$ cat config.mk
export PLATFORM = sky130hd
export DESIGN_NAME = ws2812b_rx_flat
export DESIGN_NICKNAME = d
export VERILOG_FILES = /design/src/rtl/ws2812b_pkg.sv /design/src/rtl/ws2812b_rx_if.sv /design/src/rtl/ws2812b_din_sync.sv /design/src/rtl/ws2812b_rx.sv /design/src/flat_wrapper.sv
export SDC_FILE = /design/constraint.sdc
export NUM_CORES = 1
export LEC_CHECK = 0
export ABC_CLOCK_PERIOD_IN_PS = 8600
export CORE_ASPECT_RATIO = 0.5
export CORE_MARGIN = 5
export CORE_UTILIZATION = 40
export DETAILED_ROUTE_END_ITERATION = 10
export PLACE_DENSITY = 0.56
export RECOVER_POWER = 25
export SKIP_LAST_GASP = 1
export SYNTH_ARGS = -nofsm -noshare
export SYNTH_HDL_FRONTEND = slang
export SYNTH_SLANG_ARGS = --single-unit
$ cat constraint.sdc
create_clock -name sys_clk -period 8.6 [get_ports sys_clk]
set_input_delay 1.72 -clock sys_clk [delete_from_list [all_inputs] [get_ports sys_clk]]
set_output_delay 1.72 -clock sys_clk [all_outputs]
set_load 0.02 [all_outputs]
$ cat src/rtl/ws2812b_pkg.sv
// Shared constants, state encoding and helpers for the WS2812B serial receiver.
package ws2812b_pkg;

  localparam int GRB_BITS             = 24;
  localparam int DEFAULT_BIT_THRESH   = 16;
  localparam int DEFAULT_GLITCH_MAX   = 3;
  localparam int DEFAULT_HIGH_MAX     = 40;
  localparam int DEFAULT_LATCH_CYCLES = 1350;

  typedef enum logic [1:0] {
    WAIT_LATCH = 2'd0,
    IDLE       = 2'd1,
    HIGH       = 2'd2,
    LOW        = 2'd3
  } rx_state_t;

  function automatic logic [15:0] sat_inc16(input logic [15:0] v);
    return (v == 16'hFFFF) ? v : v + 16'd1;
  endfunction

endpackage

$ cat src/rtl/ws2812b_rx_if.sv
// Decoded-pixel output bundle; master is the receiver, slave is the consumer.
interface ws2812b_rx_if;
  import ws2812b_pkg::*;

  logic [GRB_BITS-1:0] pixel_grb;
  logic                pixel_valid;
  logic [7:0]          pixel_idx;
  logic                frame_done;
  logic                err;

  modport master (output pixel_grb, pixel_valid, pixel_idx, frame_done, err);
  modport slave  (input  pixel_grb, pixel_valid, pixel_idx, frame_done, err);
endinterface

$ cat src/rtl/ws2812b_din_sync.sv
// Two-flop synchronizer for the serial line plus registered rise/fall detect.
module ws2812b_din_sync (
  input  logic sys_clk,
  input  logic sys_rst_n,
  input  logic din,
  output logic din_s,
  output logic rise,
  output logic fall
);
  logic meta_reg, sync_reg, dly_reg, rise_reg, fall_reg;

  always_ff @(posedge sys_clk or negedge sys_rst_n) begin
    if (!sys_rst_n) begin
      meta_reg <= 1'b0;
      sync_reg <= 1'b0;
      dly_reg  <= 1'b0;
      rise_reg <= 1'b0;
      fall_reg <= 1'b0;
    end else begin
      meta_reg <= din;
      sync_reg <= meta_reg;
      dly_reg  <= sync_reg;
      rise_reg <= sync_reg & ~dly_reg;
      fall_reg <= ~sync_reg & dly_reg;
    end
  end

  assign din_s = sync_reg;
  assign rise  = rise_reg;
  assign fall  = fall_reg;
endmodule

$ cat src/rtl/ws2812b_rx.sv
// WS2812B receiver: measures high-pulse widths, assembles 24-bit GRB pixels
// and reports frame latch and protocol errors.
module ws2812b_rx import ws2812b_pkg::*; #(
  parameter int BIT_THRESH   = DEFAULT_BIT_THRESH,
  parameter int GLITCH_MAX   = DEFAULT_GLITCH_MAX,
  parameter int HIGH_MAX     = DEFAULT_HIGH_MAX,
  parameter int LATCH_CYCLES = DEFAULT_LATCH_CYCLES
) (
  input  logic          sys_clk,
  input  logic          sys_rst_n,
  input  logic          din,
  ws2812b_rx_if.master  pix
);
  localparam logic [16:0] THRESH_W = 17'(BIT_THRESH);
  localparam logic [16:0] GLITCH_W = 17'(GLITCH_MAX);
  localparam logic [16:0] HIGH_W   = 17'(HIGH_MAX);
  localparam logic [15:0] LATCH_M1 = 16'(LATCH_CYCLES - 1);
  localparam logic [4:0]  LAST_BIT = 5'(GRB_BITS - 1);

  logic din_s, rise, fall;

  ws2812b_din_sync u_sync (
    .sys_clk   (sys_clk),
    .sys_rst_n (sys_rst_n),
    .din       (din),
    .din_s     (din_s),
    .rise      (rise),
    .fall      (fall)
  );

  rx_state_t            state_reg, state_next;
  logic [15:0]          cnt_reg, cnt_next;
  logic [4:0]           bit_cnt_reg, bit_cnt_next;
  logic [GRB_BITS-1:0]  shift_reg, shift_next;
  logic [GRB_BITS-1:0]  pixel_grb_reg, pixel_grb_next;
  logic [7:0]           pixel_idx_reg, pixel_idx_next;
  logic                 pixel_valid_reg, pixel_valid_next;
  logic                 frame_done_reg, frame_done_next;
  logic                 err_reg, err_next;

  // Width includes the current cycle, so a pulse of N synchronized samples
  // measures exactly N at its falling edge.
  logic [16:0] width_w;
  logic        too_long, latch_hit, bit_val;
  assign width_w   = {1'b0, cnt_reg} + 17'd1;
  assign too_long  = width_w > HIGH_W;
  assign latch_hit = cnt_reg == LATCH_M1;
  assign bit_val   = width_w >= THRESH_W;

  always_ff @(posedge sys_clk or negedge sys_rst_n) begin
    if (!sys_rst_n) begin
      state_reg       <= WAIT_LATCH;
      cnt_reg         <= '0;
      bit_cnt_reg     <= '0;
      shift_reg       <= '0;
      pixel_grb_reg   <= '0;
      pixel_idx_reg   <= '0;
      pixel_valid_reg <= 1'b0;
      frame_done_reg  <= 1'b0;
      err_reg         <= 1'b0;
    end else begin
      state_reg       <= state_next;
      cnt_reg         <= cnt_next;
      bit_cnt_reg     <= bit_cnt_next;
      shift_reg       <= shift_next;
      pixel_grb_reg   <= pixel_grb_next;
      pixel_idx_reg   <= pixel_idx_next;
      pixel_valid_reg <= pixel_valid_next;
      frame_done_reg  <= frame_done_next;
      err_reg         <= err_next;
    end
  end

  always_comb begin
    state_next = state_reg;
    unique case (state_reg)
      WAIT_LATCH: if (!din_s && latch_hit) state_next = IDLE;
      IDLE:       if (rise) state_next = HIGH;
      HIGH: begin
        if (too_long)  state_next = WAIT_LATCH;
        else if (fall) state_next = LOW;
      end
      LOW: begin
        if (rise)           state_next = HIGH;
        else if (latch_hit) state_next = IDLE;
      end
      default: state_next = WAIT_LATCH;
    endcase
  end

  always_comb begin
    cnt_next         = sat_inc16(cnt_reg);
    bit_cnt_next     = bit_cnt_reg;
    shift_next       = shift_reg;
    pixel_grb_next   = pixel_grb_reg;
    pixel_idx_next   = pixel_idx_reg;
    pixel_valid_next = 1'b0;
    frame_done_next  = 1'b0;
    err_next         = 1'b0;
    if (pixel_valid_reg && pixel_idx_reg != 8'hFF)
      pixel_idx_next = pixel_idx_reg + 8'd1;
    unique case (state_reg)
      WAIT_LATCH: begin
        bit_cnt_next = '0;
        shift_next   = '0;
        if (din_s) cnt_next = '0;
        // A completed resync starts a fresh frame even without a frame_done.
        if (!din_s && latch_hit) pixel_idx_next = '0;
      end
      IDLE: if (rise) cnt_next = '0;
      HIGH: begin
        if (too_long) begin
          err_next     = 1'b1;
          cnt_next     = '0;
          bit_cnt_next = '0;
          shift_next   = '0;
        end else if (fall) begin
          cnt_next = '0;
          if (width_w > GLITCH_W) begin
            shift_next = {shift_reg[GRB_BITS-2:0], bit_val};
            if (bit_cnt_reg == LAST_BIT) begin
              pixel_grb_next   = {shift_reg[GRB_BITS-2:0], bit_val};
              pixel_valid_next = 1'b1;
              bit_cnt_next     = '0;
            end else begin
              bit_cnt_next = bit_cnt_reg + 5'd1;
            end
          end
        end
      end
      LOW: begin
        if (rise) begin
          cnt_next = '0;
        end else if (latch_hit) begin
          frame_done_next = 1'b1;
          err_next        = bit_cnt_reg != 5'd0;
          pixel_idx_next  = '0;
          bit_cnt_next    = '0;
          shift_next      = '0;
        end
      end
      default: ;
    endcase
  end

  assign pix.pixel_grb   = pixel_grb_reg;
  assign pix.pixel_valid = pixel_valid_reg;
  assign pix.pixel_idx   = pixel_idx_reg;
  assign pix.frame_done  = frame_done_reg;
  assign pix.err         = err_reg;
endmodule

$ cat src/flat_wrapper.sv
// flat-port wrapper written by rule: the top's interface ports become plain ports
module ws2812b_rx_flat import ws2812b_pkg::*;
#(
  parameter int BIT_THRESH   = DEFAULT_BIT_THRESH,
  parameter int GLITCH_MAX   = DEFAULT_GLITCH_MAX,
  parameter int HIGH_MAX     = DEFAULT_HIGH_MAX,
  parameter int LATCH_CYCLES = DEFAULT_LATCH_CYCLES
)
  (sys_clk, sys_rst_n, din, pix_pixel_grb, pix_pixel_valid, pix_pixel_idx, pix_frame_done, pix_err);
  ws2812b_rx_if pix_i ();
  input  logic sys_clk;
  input  logic sys_rst_n;
  input  logic din;
  output wire logic [$bits(pix_i.pixel_grb)-1:0] pix_pixel_grb;
  output wire logic [$bits(pix_i.pixel_valid)-1:0] pix_pixel_valid;
  output wire logic [$bits(pix_i.pixel_idx)-1:0] pix_pixel_idx;
  output wire logic [$bits(pix_i.frame_done)-1:0] pix_frame_done;
  output wire logic [$bits(pix_i.err)-1:0] pix_err;
  assign pix_pixel_grb = pix_i.pixel_grb;
  assign pix_pixel_valid = pix_i.pixel_valid;
  assign pix_pixel_idx = pix_i.pixel_idx;
  assign pix_frame_done = pix_i.frame_done;
  assign pix_err = pix_i.err;
  ws2812b_rx #(.BIT_THRESH(BIT_THRESH), .GLITCH_MAX(GLITCH_MAX), .HIGH_MAX(HIGH_MAX), .LATCH_CYCLES(LATCH_CYCLES)) u_core (.sys_clk(sys_clk), .sys_rst_n(sys_rst_n), .din(din), .pix(pix_i));
endmodule
==> results.md, run 1 <==
Pwr:
- The power per cell area is 161 mW/mm².
- Of the total power, the share spent switching nets is 22.7%.
- The leakage component of the power is 2.26 nW.
- The share of total power dissipated in combinational logic is 2.5%.
- Across the VDD grid, the largest voltage drop is 0.0862 mV.
- The analysis attributes to net switching a power of 181 µW.
- The internal power consumption is 620 µW.
- The part of the power in the clock network is 46.2%.
- The sequential fraction of design power is 51.3%.

Clock tree:
- CTS placed an instance of sky130_fd_sc_hd__clkbuf_16 at the clock tree root.
- The post-CTS repair timing setup buffer count is 0.
- CTS saw 86 sinks.
- The clock-pin slew of the registers on the worst-case setup and hold paths is 0.06 ns.
- The insertion delay of the later-clocked pin in the worst-skew pair is 0.34 ns.
- TritonCTS built the clock tree.
- The H-tree was split into 3 levels.
- The total clock buffers created by CTS is 9.
- The quantity of gates resized following cts is 0.
- In this run, post-CTS hold repair placed 0 buffers.
- No sink is reached through more buffers than the 2 on the longest clock path.

Worst setup path:
- In this run the worst setup path begins at u_core.cnt_reg[0].
- In this run the worst path has a maximum fanout of 26.
- The critical path is of the flop to flop type.
- The data arrival time of the worst path is 3.97 ns.
- The startpoint type of the worst setup path is a flop.
- STA classifies the critical path endpoint as a flop.
- The reg-to-reg startpoint is u_core.cnt_reg[0].
- At the worst endpoint, the required time is 8.87 ns.

Floorplanning:
- The die extent in y is 83.1 µm.
- The initialized floorplan defines 26 standard-cell rows.
- The initial core utilization is 41.5%.
- The width of the die is 156 µm.
- The die covers 0.0130 mm².
- The total core area is 0.0103 mm².
- The I/O pin count is 38.

Routing:
- The first-pass iteration count of the detailed router is 4.
- The number of vias in the routed layout is 2944.
- After detailed routing, the average wire length per cell comes to 15.8 µm.
- The final wirelength is 8540 µm.
- Using the TritonRoute via totals, the vias-per-cell ratio works out to 5.45.
- In this run the remaining antenna-violating nets after routing total 0.
- The total DRC errors in the routed layout is 0.
- After the first detailed-routing iteration, the DRC count stood at 212.

STA:
- Between clock sinks in the finished design, the worst skew comes to 0.00647 ns.
- The minimum clock period after layout is 3.70 ns.
- Of the available clock period, the critical path in the final layout requires 43.0%.
- The count of final hold-check violations was 0.
- The relative slew slack is 20.4%.
- Setup repair after global routing left no endpoint under its margin.
- Setup violations remaining at the end of the flow were counted as 0.
- The worst hold slack after final layout is 0.348 ns.
- The final number of max-transition violations is 0.
- The upper clock frequency limit is 0.270 GHz.
- At the pin with the least slew margin, the transition time is 1.19 ns.
- Setup total negative slack on the finished layout was measured at 0 ns.

Global route:
- The initial antenna violation count is 0.
- Entering global routing, the biggest net connects 67 pins.
- Global routing finished with a remaining overflow of 0.
- The via count of the first global-routing pass came to 2866.
- Global routing used 13.6% of the available tracks.
- The first global-routing pass estimated 14600 µm of wire.

Final layout:
- The layout overhead on the synthesized area is 16.4%.
- With fillers left out, the area of the finished cells amounts to 0.00498 mm².
- The register with the most flip-flops in the layout has 24 of them.
- The fraction of layout cells with a size suffix above 1 is 14.2%.
- The number of nets in the finished design is 409.
- The diode insertion count for antenna repair is 0.
- The utilization after layout is 48.3%.
- Counting the fill cells in the layout gives 956.
- Once layout is complete, the cells apart from fillers number 540.

Synthesis:
- The part of the Yosys area used for sequential elements is 50.3%.
- The predominant post-synthesis flop cell is sky130_fd_sc_hd__dfrtp_1.
- Yosys printed 0 warnings.
- Summed over all instances, the cell type with the most area after synthesis is sky130_fd_sc_hd__dfrtp_1.
- The post-synthesis average cell area is 11.7 µm².
- The most repeated cell in the gate-level netlist after synthesis is sky130_fd_sc_hd__dfrtp_1.
- In the post-synthesis netlist, the biggest area contributors are sky130_fd_sc_hd__dfrtp_1 (50%), sky130_fd_sc_hd__mux2_4 (7.0%), sky130_fd_sc_hd__a22o_1 (5.1%).
- The number of nets in the synthesized netlist is 380.
- The synthesized design devotes to its leading area cell type 50.3% of total area.
- Of all flip-flops after synthesis, the portion carrying an async set or reset was 100%.
- The synthesized netlist contains 58 unique library cells.
- The number of storage elements in the synthesis netlist is 86.
- In this run the cell area of the synthesized design comes to 0.00428 mm².
- Counting every instance in the synthesized netlist gives 366.
- The commonest cells after synthesis are sky130_fd_sc_hd__dfrtp_1 (86), sky130_fd_sc_hd__nor2_1 (29), sky130_fd_sc_hd__a22o_1 (25).
- The synthesized design contains 0 enable-type register cells.

Placement:
- The number of port buffers is 37.
- The number of placed instances with taps included is 524.
- The congestion estimate from routability-driven global placement came to 0.864.
- Once detailed placement completed, the half-perimeter wirelength came to 5930 µm.
- The placed standard-cell area is 0.00469 mm².

Worst hold path:
- The path category of the worst min-delay check is flop to flop.
- The worst hold path begins at u_core.u_sync.meta_reg.

Status:
- The run finished with clean final reports.

Flow run:
- The max-capacitance violation count is 0.
## path summary, 6_finish.rpt
kind	end	slack, ns	cells past startpoint
setup / recovery	u_core.bit_cnt_reg[0]	4.90	8
hold / removal	u_core.u_sync.din_s	0.35	0
setup reg to reg	u_core.bit_cnt_reg[0]	4.90	8
hold reg to reg	u_core.u_sync.din_s	0.35	0
max in group asynchronous	u_core.pix.pixel_grb[8]	5.57	2
min in group asynchronous	u_core.state_reg[0]	1.60	1
## cell usage in the layout (no fill, tap or decap), types with 9 or more instances in the layout
| cell | netlist | final |
|---|---|---|
| sky130_fd_sc_hd__nand3_1 | 17 | 17 |
| sky130_fd_sc_hd__ha_1 | 11 | 11 |
| sky130_fd_sc_hd__clkbuf_16 | 0 | 9 |
| sky130_fd_sc_hd__inv_1 | 10 | 10 |
| sky130_fd_sc_hd__dfrtp_1 | 86 | 86 |
| sky130_fd_sc_hd__mux2_4 | 20 | 20 |
| sky130_fd_sc_hd__nand2_1 | 12 | 12 |
| sky130_fd_sc_hd__nor2_1 | 29 | 29 |
| sky130_fd_sc_hd__a22o_1 | 25 | 25 |
| sky130_fd_sc_hd__a21oi_1 | 16 | 16 |
| sky130_fd_sc_hd__xnor2_1 | 13 | 13 |
| sky130_fd_sc_hd__clkdlybuf4s50_1 | 0 | 35 |
## worst max-delay path, stage by stage, from the launching register on
cell	delay (ns)
sky130_fd_sc_hd__dfrtp_1	0.53
sky130_fd_sc_hd__ha_1	0.35
sky130_fd_sc_hd__nand3_1	0.28
sky130_fd_sc_hd__nor4_1	0.44
sky130_fd_sc_hd__mux2i_1	0.43
sky130_fd_sc_hd__o211a_4	0.26
sky130_fd_sc_hd__nand4_2	0.18
sky130_fd_sc_hd__o21ai_2	0.87
sky130_fd_sc_hd__mux2_2	0.30
## metrics by stage
| step | power [mW] | setup WS (ns) |
|---|---|---|
| 6_report | 0.801 | 4.90 |
| 3_3_place_gp | 0.439 | 5.05 |
| 3_5_place_dp | 0.440 | 4.93 |
| 5_1_grt | 0.834 | 4.62 |
| 2_1_floorplan | 0.428 | 5.76 |
| 4_1_cts | 0.815 | 4.91 |
## layer usage
layer / part of all wire (%) / track usage (%) / up-vias
met2: 45 / 20.9 / 64
met3: 4.2 / 3.69 / 13
met1: 49 / 19.1 / 1472
met4: 1.5 / 3.54 / 0
li1: - / - / 1395
met5: 0 / 0 / -
## power groups by stage
stage	Combinational [mW]	Sequential (mW)	Clock, mW
after floorplan	0.0114	0.417	0
after global placement	0.0208	0.418	0
after detailed placement	0.0212	0.418	0
after CTS	0.0213	0.411	0.383
after global routing	0.0240	0.411	0.399
final	0.0200	0.411	0.370
## cell families after synthesis
| kind of cell | after synthesis | synth area share, % |
|---|---|---|
| AND/OR/NAND/NOR | 111 | 15.1 |
| flip-flops | 86 | 50.3 |
| AO/OA/AOI/OAI | 77 | 13.5 |
| multiplexers | 31 | 9.74 |
| buffers and inverters | 30 | 4.01 |
| XOR/XNOR | 20 | 4.09 |
| adder cells (fa/ha/maj) | 11 | 3.22 |
## cell type report
cell class              count  area, µm²  area share [%]
multi-input cells         250       1950            39.2
well taps                 140        175            3.52
repair buffers             38        372            7.46
clock buffers              10        239            4.80
clock inverters             6       51.3            1.03
inverters                  10       37.5           0.754
flip-flops and latches     86       2150            43.2
(Power assumes the default switching activity.)
==> run 2, diff against run 1 <==
ABC_CLOCK_PERIOD_IN_PS = 3810   (was 8600)
clock period = 3.81 ns   (was 8.6 ns; I/O delays follow)
==> run 2 against run 1 <==
  * The run now ends with capacitance limit, slew limit left
  * Final cell count increased by 0.56%
  * Utilization increased by 0.58 points
  * Non-clock buffer count up 4
  * Global-route usage is 0.076 points higher
  * Sequential power rose by 130%
  * Fmax up 6.5%
  * Clock skew increased by 0.00056 ns
  * Design area increased by 1.2%
  * Clock power rose to 2.5 times the previous value
  * Clock-buffer cell count down 1
  * Highest routed layer unchanged
==> results.md, run 2 (same netlist as run 1, synthesis figures left out) <==
Pwr:
- The leakage component of the power is 2.30 nW (+1.6%).
- The worst-case vdd ir drop is 0.179 mV (+110%).
- The total power consumption of the routed design is 1.92 mW (+140%).
- The power per cell area came to 380 mW/mm² (+140%).

STA:
- The setup TNS is 0 ns (unchanged).
- The minimum clock period after layout is 3.47 ns (-0.226 ns).
- The upper clock frequency limit was 0.288 GHz (+6.5%).
- The setup slack after layout is 0.335 ns (-4.56 ns).
- The worst hold slack after final layout came to 0.356 ns (+0.00745 ns).
- The transition time at the pin with the least slew margin is 1.63 ns (+0.445 ns).
- The relative slew slack was -8.70% (-29 points).
- The count of final hold-check violations came to 0 (unchanged).
- The final number of max-transition violations came to 67 (+67).
- The setup clock skew after layout came to 0.00702 ns (+0.000559 ns).
- The portion of the clock cycle consumed by the worst path in the final layout was 91.2% (+48 points).
- Setup repair after global routing left no endpoint under its margin.
- The final-report setup violation count is 0 (unchanged).

Floorplanning:
- The placement row count was 26 (unchanged).
- The total core area is 0.0103 mm² (unchanged).
- The initial core utilization is 41.5% (unchanged).
- The area of the die is 0.0130 mm² (unchanged).
- The die extent in y came to 83.1 µm (unchanged).
- The width of the die is 156 µm (unchanged).
- The I/O pin count is 38 (unchanged).

Status:
- The run finished, with violations left.
- The final reports fail on capacitance limit, slew limit.

Flow run:
- The max-capacitance violation count is 1 (+1).

Worst setup path:
- The setup path with the least slack is of type flop to flop.
- The highest net fanout along the worst path is 24 (-7.7%).
- The worst path required time is 4.03 ns (-4.84 ns).
- The data arrival time of the worst path is 3.70 ns (-0.27 ns).
- The worst register-to-register path ends at u_core.pix.pixel_grb[20].
- The register-to-register setup slack was 0.34 ns (-4.56 ns).
- The reg-to-reg startpoint is u_core.cnt_reg[0].
- The worst setup path is captured at a flop.
- The startpoint type of the worst setup path is a flop.
- The depth of the most critical reg-to-reg path is 8 (unchanged).
- The delay of the slowest cell on the worst path is 0.55 ns (-0.32 ns).
- Traced cell by cell, the critical path runs through ha_1 -> nand3_1 -> nor4_1 -> mux2i_1 -> o211a_4 -> and4_4 -> nand3_4 -> mux2_4.
- On the critical path, the stage with the largest delay is an instance of sky130_fd_sc_hd__dfrtp_1.

Global route:
- The global route total overflow is 0 (unchanged).
- The wire length of the first global-routing pass is 14600 µm (+0.34%).
- The maximum number of pins on one net before global-route repair is 67 (unchanged).
- The overall routing resource usage is 13.7% (+0.076 points).
- The via count of the first global-routing pass is 2904 (+1.3%).
- The initial antenna violation count was 0 (unchanged).

Final layout:
- The post-route standard cell area excluding fillers is 0.00504 mm² (+1.2%).
- The fraction of layout cells with a size suffix above 1 is 15.1% (+0.89 points).
- The number of nets in the finished design is 413 (+0.98%).
- The most common cell after layout, fill and taps aside is sky130_fd_sc_hd__dfrtp_1.
- The post-layout instance count excluding filler cells is 543 (+0.56%).
- The area growth from synthesis to layout is 17.8%.
- The top cell types in the final layout, fill and taps aside, are sky130_fd_sc_hd__dfrtp_1 (86), sky130_fd_sc_hd__clkdlybuf4s50_1 (35), sky130_fd_sc_hd__nor2_1 (29).
- The filler cell count is 900 (-5.9%).
- The diode insertion count for antenna repair came to 0 (unchanged).
- The utilization after layout is 48.9% (+0.58 points).
- The flip-flop count of the largest register after layout is 24 (unchanged).

Routing:
- The total DRC errors in the routed layout is 0 (unchanged).
- The first-pass iteration count of the detailed router is 4 (unchanged).
- The mean number of vias per cell came to 5.40 (-0.96%).
- The number of vias in the routed layout is 2932 (-0.41%).
- The count of routing violations after the opening detailed-route iteration was 147 (-31%).
- The wire length per cell is 15.5 µm (-1.8%).
- The final wirelength is 8430 µm (-1.3%).
- The number of nets still failing antenna checks after routing is 0 (unchanged).

Clock tree:
- The quantity of hold-fixing buffers added after cts is 0 (unchanged).
- The total clock buffers created by CTS is 9 (unchanged).
- The insertion delay of the later-clocked pin in the worst-skew pair is 0.34 ns (about the same).
- The TritonCTS clock tree is yes.
- The clock-pin slew of the registers on the worst-case setup and hold paths was 0.06 ns (about the same).
- The quantity of gates resized following cts is 0 (unchanged).
- The root buffer cell chosen for the clock tree is sky130_fd_sc_hd__clkbuf_16.
- The post-CTS repair timing setup buffer count was 0 (unchanged).
- The number of sinks handled by clock tree synthesis is 86 (unchanged).
- The maximum buffer depth of the clock tree came to 2 (unchanged).
- The maximum level of the CTS H-tree is 3 (unchanged).

Placement:
- The number of placed instances with taps included is 528 (+0.76%).
- The placed standard-cell area is 0.00472 mm² (+0.64%).
- The number of port buffers is 37 (unchanged).
- The weighted congestion at the end of routability-driven global placement is 0.883 (+2.2%).
- The HPWL after detailed placement is 5820 µm (-1.8%).
- The placement-stage worst setup slack is 0.369 ns (-4.56 ns).

Worst hold path:
- The path category of the worst min-delay check is flop to flop.
- The endpoint of the worst hold-timing path is u_core.u_sync.din_s.
- The number of cells traversed by the worst hold path is 0 (unchanged).
- In this run the most critical hold path is launched from u_core.u_sync.meta_reg.
-- run 2: worst max-delay path: cells and delay by family (launching register included) --
family	cells	cell delay, ns
AO/OA/AOI/OAI	1	0.26
adder cells (fa/ha/maj)	1	0.35
flip-flops	1	0.55
multiplexers	2	0.85
AND/OR/NAND/NOR	4	1.33
-- run 2: cell type report --
type / instances / area [µm²] / area share, %
timing repair buffer: 42 / 403 / 7.99
inverter: 10 / 37.5 / 0.745
clock buffer: 9 / 225 / 4.47
tap: 140 / 175 / 3.47
sequential: 86 / 2150 / 42.7
multi-input combinational: 250 / 1950 / 38.8
clock inverter: 6 / 93.8 / 1.86
-- run 2: how the worst max path moves through the flow --
| stage | depth (start not counted) | from | slack (ns) | end |
|---|---|---|---|---|
| after floorplan | 9 | u_core.cnt_reg[1] | 0.97 | u_core.pix.pixel_grb[0] |
| after global placement | 8 | u_core.cnt_reg[0] | 0.47 | u_core.pix.pixel_grb[18] |
| after detailed placement | 8 | u_core.cnt_reg[0] | 0.37 | u_core.pix.pixel_grb[23] |
| after CTS | 8 | u_core.cnt_reg[0] | 0.32 | u_core.pix.pixel_grb[23] |
| after global routing | 8 | u_core.cnt_reg[0] | 0.09 | u_core.pix.pixel_grb[18] |
| final | 8 | u_core.cnt_reg[0] | 0.34 | u_core.pix.pixel_grb[20] |
-- run 2: power by group --
group          switching, mW  total [mW]  internal, mW
clock                  0.364       0.941         0.576
combinational         0.0335      0.0465        0.0130
sequential           0.00973       0.928         0.918
-- run 2: routing by layer --
metal	vias to the layer above	share of wire, %	track usage, %
li1	1403	-	-
met1	1448	49	19.5
met2	63	45	20.3
met3	18	4.2	3.74
met4	0	1.9	4.49
met5	-	0	0
==> run 3, diff against run 2 <==
SYNTH_HIERARCHICAL = 1   (was not set)
==> run 3 against run 2 <==
  * The run still ends with capacitance limit, slew limit left
  * Critical path depth increased by 1
  * Clock skew decreased by 0.00051 ns
  * Clock-buffer cell count unchanged
  * Highest routed layer unchanged
  * Sequential share of layout area down 0.51 points
  * Synthesized cell count increased by 1.9%
  * Final cell count grew 2.4%
==> results.md, run 3 <==
Status:
- The run finished, with violations left.
- The checks that failed: capacitance limit, slew limit.

Clock tree:
- The number of sinks handled by clock tree synthesis is 86 (unchanged).
- The total clock buffers created by CTS is 9 (unchanged).
- TritonCTS built the clock tree.
- The quantity of gates resized following cts is 0 (unchanged).
- The clock-pin slew of the registers on the worst-case setup and hold paths is 0.06 ns (about the same).
- The maximum level of the CTS H-tree is 3 (unchanged).
- The maximum buffer depth of the clock tree is 2 (unchanged).
- The post-CTS repair timing setup buffer count is 0 (unchanged).
- The root buffer cell is sky130_fd_sc_hd__clkbuf_16.
- The insertion delay of the later-clocked pin in the worst-skew pair was 0.34 ns (about the same).
- The quantity of hold-fixing buffers added after cts was 0 (unchanged).

Worst setup path:
- The register-to-register setup slack is 0.26 ns (-0.07 ns).
- The depth of the most critical reg-to-reg path is 9 (+1).
- The endpoint type of the worst setup path is a flop.
- The worst path required time was 4.03 ns (about the same).
- The reg-to-reg startpoint is u_core/cnt_reg[0].
- The data arrival time of the worst path is 3.77 ns (+0.07 ns).
- The highest net fanout along the worst path is 24 (unchanged).
- The critical path in this run is classified as flop to flop.
- The worst setup path is launched from a flop.
- The source of the critical timing path is u_core/cnt_reg[0].
- The endpoint of the most critical register-to-register path is u_core/pix.pixel_grb[2].

Routing:
- The mean number of vias per cell is 5.40 (about the same).
- The first-pass iteration count of the detailed router came to 5 (+1).
- The number of nets still failing antenna checks after routing is 0 (unchanged).
- The number of vias in the routed layout is 3002 (+2.4%).
- The final wirelength is 8770 µm (+4.1%).
- The count of routing violations after the opening detailed-route iteration is 260 (+77%).
- The total DRC errors in the routed layout is 0 (unchanged).
- The wire length per cell is 15.8 µm (+1.7%).

STA:
- Setup repair after global routing left no endpoint under its margin.
- The final-report setup violation count is 0 (unchanged).
- The count of final hold-check violations is 0 (unchanged).
- The portion of the clock cycle consumed by the worst path in the final layout is 93.2% (+2.0 points).
- The setup clock skew after layout is 0.00651 ns (-0.000513 ns).
- The upper clock frequency limit is 0.282 GHz (-2.1%).
- The minimum clock period after layout is 3.55 ns (+0.0743 ns).
- The final number of max-transition violations was 87 (+30%).
- The relative slew slack is -38.6% (-30 points).
- The setup TNS is 0 ns (unchanged).
- The setup slack after layout is 0.261 ns (-0.0743 ns).
- The transition time at the pin with the least slew margin is 2.08 ns (+0.448 ns).

Floorplanning:
- The width of the die is 156 µm (-0.11%).
- The area of the die came to 0.0130 mm² (-0.21%).
- The I/O pin count is 38 (unchanged).
- The placement row count was 26 (unchanged).
- The die extent in y is 83.0 µm (-0.10%).
- The initial core utilization is 41.4% (-0.097 points).
- The total core area is 0.0103 mm² (unchanged).

Synthesis:
- The number of standard cells after synthesis is 373 (+1.9%).
- The number of warning messages in the yosys log is 6 (+6).
- After synthesis, the most frequently instantiated cells are sky130_fd_sc_hd__dfrtp_1 (86), sky130_fd_sc_hd__nor2_1 (24), sky130_fd_sc_hd__a22o_1 (23).
- The share of async-settable or async-resettable flops after synthesis is 100% (unchanged).
- The count of distinct cell types in the synthesized netlist is 61 (+5.2%).
- The part of the Yosys area used for sequential elements is 50.4% (+0.12 points).
- The number of flops mapped to enable cells by yosys is 0 (unchanged).
- The cell accounting for the most synthesized area is sky130_fd_sc_hd__dfrtp_1.
- The area fraction of the dominant cell type after synthesis is 50.4% (+0.12 points).
- The number of nets in the synthesized netlist is 387 (+1.8%).
- In the synthesized netlist the dominant register cell turns out to be sky130_fd_sc_hd__dfrtp_1.
- The cell area after synthesis came to 0.00427 mm² (-0.23%).
- The number of storage elements in the synthesis netlist was 86 (unchanged).
- The post-synthesis average cell area came to 11.4 µm² (-2.1%).
- After synthesis, the cell types taking the most area are sky130_fd_sc_hd__dfrtp_1 (50%), sky130_fd_sc_hd__mux2_4 (7.0%), sky130_fd_sc_hd__a22o_1 (4.7%).
- The most repeated cell in the gate-level netlist after synthesis is sky130_fd_sc_hd__dfrtp_1.

Placement:
- The placement-stage worst setup slack was 0.263 ns (-0.106 ns).
- The HPWL after detailed placement is 5980 µm (+2.7%).
- The number of port buffers came to 37 (unchanged).
- The weighted congestion at the end of routability-driven global placement is 0.863 (-2.2%).
- The placed standard-cell area is 0.00479 mm² (+1.3%).

Final layout:
- The post-route standard cell area excluding fillers is 0.00510 mm² (+1.2%).
- Leaving out fill and tap cells, the most frequent cell in the layout is sky130_fd_sc_hd__dfrtp_1.
- The flip-flop count of the largest register after layout was 24 (unchanged).
- The library cells used most frequently in the layout, excluding fill and tap cells, are sky130_fd_sc_hd__dfrtp_1 (86), sky130_fd_sc_hd__clkdlybuf4s50_1 (35), sky130_fd_sc_hd__nor2_1 (24).
- The diode insertion count for antenna repair is 0 (unchanged).
- The number of nets in the finished design is 426 (+3.1%).
- The fraction of layout cells with a size suffix above 1 is 15.6% (+0.49 points).
- The layout overhead on the synthesized area is 19.6%.

Global route:
- The global route total overflow is 0 (unchanged).
- The initial antenna violation count is 0 (unchanged).
- The wire length of the first global-routing pass is 15000 µm (+2.8%).
- The overall routing resource usage is 14.2% (+0.51 points).
- The maximum number of pins on one net before global-route repair came to 87 (+30%).
- The via count of the first global-routing pass is 3007 (+3.5%).

Pwr:
- The worst-case vdd ir drop was 0.192 mV (+7.5%).
- The power per cell area came to 375 mW/mm² (-1.2%).
- The leakage component of the power is 2.24 nW (-2.4%).

Worst hold path:
- The path with the worst hold slack has its endpoint at u_core/u_sync/din_s.
- The worst hold path startpoint is u_core/u_sync/meta_reg.
- The worst hold path belongs to the class flop to flop.
- The number of cells traversed by the worst hold path is 0 (unchanged).

Flow run:
- The max-capacitance violation count is 1 (unchanged).
run 3: changes by cell type in the layout (fill, tap and decap cells not counted), moves of 4 or more:
cell,before,now
sky130_fd_sc_hd__inv_1,10,16
sky130_fd_sc_hd__nor2_1,29,24
sky130_fd_sc_hd__nand2_1,12,16
sky130_fd_sc_hd__buf_4,5,12
sky130_fd_sc_hd__o21ai_0,5,9
sky130_fd_sc_hd__or3_1,1,6
run 3: stage by stage:
step	hold WS [ns]	cells	utilization, %	power (mW)
2_1_floorplan	0.331	373	-	0.964
3_3_place_gp	0.334	541	46.4	0.992
3_5_place_dp	0.336	541	46.4	0.994
4_1_cts	0.350	556	49.5	1.95
5_1_grt	0.364	556	49.5	1.99
6_report	0.346	556	49.5	1.91
run 3: metal layers:
metal,vias to the layer above,GRT usage [%],wire [µm]
met3,10,4.15,384
met2,69,21.2,4080
li1,1430,-,-
met5,-,0,0
met1,1493,19.7,4200
met4,0,5.24,106
run 3: final cells by class:
cell class                      instances  area, µm²
Fill cell                             904       5210
Sequential cell                        86       2150
Multi-Input combinational cell        249       1920
Timing Repair Buffer                   50        475
Clock buffer                            9        225
Tap cell                              140        175
Clock inverter                          6       93.8
Inverter                               16       60.1
run 3: cell families (layout without fill, tap and decap cells):
logic type               Yosys count  after routing  synth area share (%)
AO/OA/AOI/OAI                     79             79                  13.5
XOR/XNOR                          22             22                  4.51
adder cells (fa/ha/maj)           11             11                  3.22
buffers and inverters             38             81                  4.57
flip-flops                        86             86                  50.4
multiplexers                      30             30                  9.53
AND/OR/NAND/NOR                  107            107                  14.2
run 3: worst max-delay path by stage:
| stage | end | slack [ns] | cells after the start |
|---|---|---|---|
| final | u_core/pix.pixel_grb[2] | 0.26 | 9 |
| after global routing | u_core/pix.pixel_grb[2] | 0.08 | 9 |
| after CTS | u_core/pix.pixel_grb[2] | 0.27 | 9 |
| after detailed placement | u_core/pix.pixel_grb[2] | 0.26 | 9 |
| after global placement | u_core/pix.pixel_grb[3] | 0.40 | 9 |
| after floorplan | u_core/pix.pixel_grb[10] | 0.22 | 10 |
run 3: power breakdown:
| group | switching [mW] | internal [mW] | total, mW |
|---|---|---|---|
| registers | 0.00929 | 0.918 | 0.928 |
| logic | 0.0347 | 0.0120 | 0.0467 |
| clock network | 0.364 | 0.576 | 0.940 |
| total | 0.408 | 1.51 | 1.91 |
run 3: critical path, stage by stage, from the launching register on:
cell and delay, ns:
sky130_fd_sc_hd__dfrtp_1 0.52, sky130_fd_sc_hd__ha_1 0.38, sky130_fd_sc_hd__nand3_1 0.14, sky130_fd_sc_hd__or4_1 0.55, sky130_fd_sc_hd__mux2i_1 0.19, sky130_fd_sc_hd__nand4b_2 0.26
sky130_fd_sc_hd__or4_4 0.56, sky130_fd_sc_hd__nor3_4 0.23, sky130_fd_sc_hd__buf_12 0.23, sky130_fd_sc_hd__mux2_2 0.36
